`src/rtl/mmu_dispatcher.sv`:
```
`default_nettype none
// ============================================================================
// Module      : mmu_dispatcher
// Description : Streams operand pairs to a pipelined multiply unit and
//               accumulates the returned product-sums into one result.
// Revision    : 1.0 - initial release
// ============================================================================
module mmu_dispatcher #(
    parameter int LATENCY = 1
) (
    input  logic        clk,
    input  logic        rst,
    input  logic        cmd_valid,
    output logic        cmd_ready,
    input  logic [7:0]  cmd_opcode,
    input  logic [7:0]  cmd_len,
    input  logic        op_valid,
    output logic        op_ready,
    input  logic [31:0] op_a,
    input  logic [31:0] op_b,
    output logic [7:0]  mmu_opcode,
    output logic [31:0] mmu_a,
    output logic [31:0] mmu_b,
    input  logic [31:0] mmu_result,
    output logic        res_valid,
    input  logic        res_ready,
    output logic [31:0] res_data,
    output logic [7:0]  res_count,
    output logic        res_err
);

    localparam logic [1:0] c_IDLE  = 2'd0;
    localparam logic [1:0] c_ISSUE = 2'd1;
    localparam logic [1:0] c_DRAIN = 2'd2;
    localparam logic [1:0] c_DONE  = 2'd3;

    localparam logic [7:0] c_OP_DOT16 = 8'h03;
    localparam logic [7:0] c_OP_DOT8  = 8'h04;
    localparam logic [7:0] c_OP_BUBBLE = 8'h00;

    logic [1:0]       r_state;
    logic [7:0]       r_opcode;
    logic [7:0]       r_len;
    logic [7:0]       r_issued;
    logic [LATENCY:0] r_vld;

    logic w_cmd_fire;
    logic w_op_fire;
    logic w_res_fire;
    logic w_acc_en;
    logic w_illegal;

    assign w_cmd_fire = cmd_valid & cmd_ready;
    assign w_op_fire  = op_valid & op_ready;
    assign w_res_fire = res_valid & res_ready;
    // r_vld[LATENCY] marks the cycle in which mmu_result belongs to an issued pair
    assign w_acc_en   = r_vld[LATENCY];
    assign w_illegal  = (cmd_opcode != c_OP_DOT16) && (cmd_opcode != c_OP_DOT8);

    always_ff @(posedge clk) begin
        if (rst) begin
            r_state    <= c_IDLE;
            r_opcode   <= c_OP_BUBBLE;
            r_len      <= 8'd0;
            r_issued   <= 8'd0;
            r_vld      <= '0;
            cmd_ready  <= 1'b1;
            op_ready   <= 1'b0;
            mmu_opcode <= c_OP_BUBBLE;
            mmu_a      <= 32'd0;
            mmu_b      <= 32'd0;
            res_valid  <= 1'b0;
            res_data   <= 32'd0;
            res_count  <= 8'd0;
            res_err    <= 1'b0;
        end else begin
            r_vld      <= {r_vld[LATENCY-1:0], w_op_fire};
            mmu_opcode <= c_OP_BUBBLE;

            if (w_op_fire) begin
                mmu_a      <= op_a;
                mmu_b      <= op_b;
                mmu_opcode <= r_opcode;
                r_issued   <= r_issued + 8'd1;
            end

            if (w_acc_en) begin
                res_data  <= res_data + mmu_result;
                res_count <= res_count + 8'd1;
            end

            case (r_state)
                c_IDLE: begin
                    if (w_cmd_fire) begin
                        r_opcode  <= cmd_opcode;
                        r_len     <= cmd_len;
                        r_issued  <= 8'd0;
                        r_vld     <= '0;
                        res_data  <= 32'd0;
                        res_count <= 8'd0;
                        cmd_ready <= 1'b0;
                        if (w_illegal) begin
                            r_state   <= c_DONE;
                            res_valid <= 1'b1;
                            res_err   <= 1'b1;
                        end else if (cmd_len == 8'd0) begin
                            r_state   <= c_DONE;
                            res_valid <= 1'b1;
                            res_err   <= 1'b0;
                        end else begin
                            r_state  <= c_ISSUE;
                            op_ready <= 1'b1;
                            res_err  <= 1'b0;
                        end
                    end
                end
                c_ISSUE: begin
                    if (w_op_fire && (r_issued + 8'd1 == r_len)) begin
                        op_ready <= 1'b0;
                        r_state  <= c_DRAIN;
                    end
                end
                c_DRAIN: begin
                    if (w_acc_en && (res_count + 8'd1 == r_len)) begin
                        r_state   <= c_DONE;
                        res_valid <= 1'b1;
                    end
                end
                c_DONE: begin
                    if (w_res_fire) begin
                        r_state   <= c_IDLE;
                        res_valid <= 1'b0;
                        cmd_ready <= 1'b1;
                    end
                end
                default: r_state <= c_IDLE;
            endcase
        end
    end

endmodule
`default_nettype wire
```
`config.mk`:
```
export PLATFORM = sky130hd
export DESIGN_NAME = mmu_dispatcher
export DESIGN_NICKNAME = d
export VERILOG_FILES = /design/src/rtl/mmu_dispatcher.sv
export SDC_FILE = /design/constraint.sdc
export NUM_CORES = 1
export LEC_CHECK = 0
export BUFFER_PORTS_ARGS = -buffer_cell sky130_fd_sc_hd__clkbuf_2
export CORE_MARGIN = 5
export CORE_UTILIZATION = 40
export CTS_BUF_LIST = sky130_fd_sc_hd__clkbuf_4 sky130_fd_sc_hd__clkbuf_8
export DETAILED_ROUTE_END_ITERATION = 7
export PLACE_DENSITY = 0.68
export REMOVE_ABC_BUFFERS = 1
export SLEW_MARGIN = 40
export SYNTH_ARGS = -nofsm -noshare
export SYNTH_HDL_FRONTEND = slang
export SYNTH_SLANG_ARGS = --single-unit
```
`constraint.sdc`:
```
create_clock -name clk -period 3.3 [get_ports clk]
set_input_delay 0.66 -clock clk [delete_from_list [all_inputs] [get_ports clk]]
set_output_delay 0.66 -clock clk [all_outputs]
set_load 0.005 [all_outputs]
```
# Word level (Yosys, flattened, before mapping)
# Index checks and enable logic that the tools add are counted.
# op_classes
mul	0
eq_ne	14
magnitude_cmp	0
n_mux	33
n_addsub	3
div	0
n_reduce_logical	14
bitwise	4
shifts	0
# op_table
cell	count
$mux W32	3
$mux W8	6
$add A32 B32 Y32	1
$add A8 B1 Y8 const B	2
$eq A8 B8 Y1	2
$mux W2	8
$mux W1	12
$ne A2 B2 Y1 const B	6
$reduce_and A5 Y1	2
$logic_not A8 Y1	1
$ne A8 B2 Y1 const B	1
$ne A8 B3 Y1 const B	1
$pmux W2 S4	1
$eq A2 B2 Y1 const B	2
$pmux W1 S2	2
$reduce_and A4 Y1	1
$reduce_bool A2 Y1	2
$and A1 B1 Y1	3
$logic_and A1 B1 Y1	3
$ne A3 B3 Y1 const B	1
$pmux W1 S3	1
$reduce_and A3 Y1	1
$reduce_bool A3 Y1	1
$eq A2 B1 Y1 const B	1
4 further kinds	4
# word_totals
input_bits	117
regBits	144
n_memories	0
latchBits	0
elab_cells	82
mem_bits_rw	0
out_inout_bits	116
rom_bits	0

# Logic depth before layout (Yosys ltp)
# depth
ltp_word	5
mapped_depth	11
depth_no_buf	11

# Least setup slack after synthesis
# Ideal clock, no wire load.
# synth_path
path_type	input to register
startpoint	input mmu_result[0]
endpoint	register res_data[30]
setup_time_ns	0.122
cell_stages	11
required_time_ns	3.178
slack_ns	0.138
t_arrival_ns	3.040
path_buffers	0
cell_sequence	ha_1 fa_1 a21o_1 a21oi_1 o21ai_1 a22oi_1 o211ai_1 a21oi_1 o21ai_1 nor4b_1 a311o_1
# synth_via
elab_chain_len	4
# synth_lines
element	line	text
start: declaration	24	input logic [31:0] mmu_result,
$add A32 B32 Y32 (*)	88	res_data <= res_data + mmu_result;
$mux W32 (*)	87	if (w_acc_en) begin
$mux W32	94	if (w_cmd_fire) begin
$mux W32 (*)	92	case (r_state)
end signal: assignment	88	
end: declaration	27	output logic [31:0] res_data,
# Mark *: on every way between the ends. The rest lies on a longest branch, timed or not.
# A chain may end at the register's enable or synchronous reset.

# Final worst setup path
# layout_path
startpoint	register res_data[0]
endpoint	register res_data[30]
# layout_via
elab_chain_len	4
# layout_lines
element	line
$add A32 B32 Y32 (*)	88
$mux W32 (*)	87
$mux W32	94
$mux W32 (*)	92
# Marked as above.

==> impl_metrics.toml <==
[setup_path]
r2r_slack_ns = 0.44
timing.rr.start = "res_data[0]"
worst_setup_path_start_kind = "flop"
rr_worst_depth = 11
arrival_ns = 3.18
slowest_delay_ns = 0.41
slowest_stage = "fa_1"
cp.required_ns = 3.62
path_class = "reg2reg"
r2r-end = "res_data[30]"
cp_cell_sequence = "ha_1 > fa_1 > a21o_1 > a21oi_1 > o21ai_1 > a22oi_1 > o211ai_1 > a21oi_1 > o21ai_1 > nor4b_1 > a311o_1"
crit_fanout = 3
crit_path_end_kind = "flop"

[synth]
syn_area_um2 = 7130
seq_area_frac_synth = 0.404
synth.distinct_cells = 57
async_flop_share = 0
synth_edf_count = 0
synthFlopType = "dfxtp_1"
syn_inst = 888
ys_seq_elements = 144
synth_top_area_frac = 0.404
synth_area_leaders = "dfxtp_1 (40%), nand2_1 (11%), a21oi_1 (8.6%), ha_1 (6.5%), xnor2_1 (3.6%)"
synth_largest_area_cell = "dfxtp_1"
yosysWarnings = 0
avgSynthCellArea_um2 = 8.03

[floorplanning]
die_w_um = 144
io_pins = 233
rows = 48
dieHeight_um = 144
die-area_um2 = 20600
start_util = 0.409
core_area_um2 = 17400

[routing]
wl_per_cell_um = 14.7
vias = 6840
remaining_drc_errors = 0
routed_wl_um = 19800
drt-initial-drc-count = 318
via_per_inst = 5.09
ant_nets = 0
first_pass_iters = 5

[hold_path]
hold-path-endpoint = "mmu_a[7]"
whs_path_depth = 3
hp-start = "op_a[7]"
hold_class = "in2reg"

[cells_and_area]
multi_input_area_um2 = 4010
nets = 1263
syn_to_final_growth_pct = 25.7
layout_commonest_cell = "clkbuf_2"
drive_above_1_share = 0.271
regArea_um2 = 2880
postLayoutCoreUtil = 0.515
final_cell_mix = "clkbuf_2 (232), nand2_1 (206), dfxtp_1 (143)"
diodes = 0
fill_cells = 1716
final_cells = 1345

[global_route]
grt_pass1_wl_um = 31900
antenna_found_initial = 0
gr-usage-met3 = 0.0662
grt_util_met1 = 0.239
grt_pass1_vias = 6586
use_met2 = 0.306
grt_util_all_layers = 0.189
grt_start_max_net_pins = 72
top_usage_layer = "met2"
grt_overflow = 0

[place]
port_buffers = 232
placed_cells = 1314
gp_congestion = 0.875
dp.final_hpwl_um = 14800

[timing]
tns_ns = 0
slew_viol_final = 0
hold_viol_final = 0
finalSetupViolCount = 0
rsz0062_at_grt = "false"
worst_pin_slew_ns = 0.734
fin_worst_skew_ns = 0.0178
fin_crit_sh = 0.867
fmax_ghz = 0.349
relSlewSlack = 0.510
fin_crit_ns = 2.86

[clock_tree]
cts_buffers = 17
h-tree-depth = 4
cts-resized-gates = 0
cts-root-buf = "clkbuf_8"
cts_sinks = 144
clock_latency_ns = 0.44
cts_tree = "built"
clk_pin_slew_ns = 0.09
postCtsHoldBufs = 0
cts_max_path_buffers = 2
cts_setup_buffers = 0

[job]
maxCapViolations = 0

[power]
powerDensity_nw_per_um2 = 436
vdd_drop_max_mv = 0.235
leakage_nw = 3.94

[run_status]
status = "finished clean"
## routing by layer
metal,vias to the layer above,wire length (um)
li1,3475,-
met1,3107,8650
met2,232,8880
met3,26,1900
met4,0,357
met5,-,0
## worst max-delay path: cells and delay by family (launching register included)
kind	cells	cell delay (ns)
adder cells (fa/ha/maj)	2	0.62
flip-flops	1	0.33
AO/OA/AOI/OAI	8	1.66
AND/OR/NAND/NOR	1	0.15
## where the power goes
group / internal [W] / switching (W) / leakage, nW / total [W]
clock: 0.000782 / 0.000730 / 0.205 / 0.00151
sequential: 0.00179 / 0.0000538 / 1.16 / 0.00185
combinational: 0.000234 / 0.000315 / 2.57 / 0.000549
total: 0.00281 / 0.00110 / 3.94 / 0.00391
## worst max-delay path by stage
stage,from,end
5_1_grt,res_data[0],res_data[30]
3_3_place_gp,mmu_result[0],res_data[30]
2_1_floorplan,mmu_result[0],res_data[30]
6_report,res_data[0],res_data[30]
4_1_cts,res_data[0],res_data[30]
3_5_place_dp,mmu_result[0],res_data[30]
## Yosys cell counts, drive strengths merged, types with 2 or more instances
cell	number
nand4	11
a21o	15
a21boi	3
nand2	207
nand3	20
xnor2	30
o21bai	4
nor4	3
nor2b	2
o211ai	2
and2	10
o31ai	3
or3	7
a31oi	4
nand2b	3
a41oi	2
a311o	2
inv	12
buf	8
mux2i	24
nor3b	3
and3	9
dfxtp	144
nor2	62
a31o	5
o21ai	25
nor3	8
clkbuf	44
a22oi	3
a21oi	124
a211oi	7
o41ai	3
o21a	5
xor2	24
ha	37
## stage by stage
step	worst slack, ns	hold WS, ns	area, um2	power [W]
2_1_floorplan	0.101	0.406	6930	0.00220
3_3_place_gp	0.0454	0.412	8540	0.00243
3_5_place_dp	0.0161	0.422	8540	0.00244
4_1_cts	0.429	0.395	8960	0.00396
5_1_grt	0.201	0.402	8960	0.00413
6_report	0.439	0.429	8960	0.00391
## final cells by class
cell class                 instances  share of cell area
clock buffer                      18              0.0276
inverter                          12             0.00503
sequential                       144               0.322
clock inverter                    13              0.0197
tap                              225              0.0314
multi-input combinational        680               0.447
timing repair buffer             253               0.147
## state kept, by name (all words and copies together), names as in the netlist
signal / flops
op_ready: 1
res_err: 1
res_count: 8
cmd_ready: 1
r_vld: 2
r_opcode: 8
r_issued: 8
r_len: 8
res_valid: 1
mmu_b: 32
res_data: 32
r_state: 2
mmu_opcode: 8
mmu_a: 32
## kinds of logic after synthesis
family	share of synthesized area
compound gates	0.178
xor+xnor	0.0690
fa+ha+maj	0.0677
buf+inv	0.0342
flops	0.404
mux	0.0337
simple gates	0.213
Note: power is estimated with default switching activity, not from simulation.
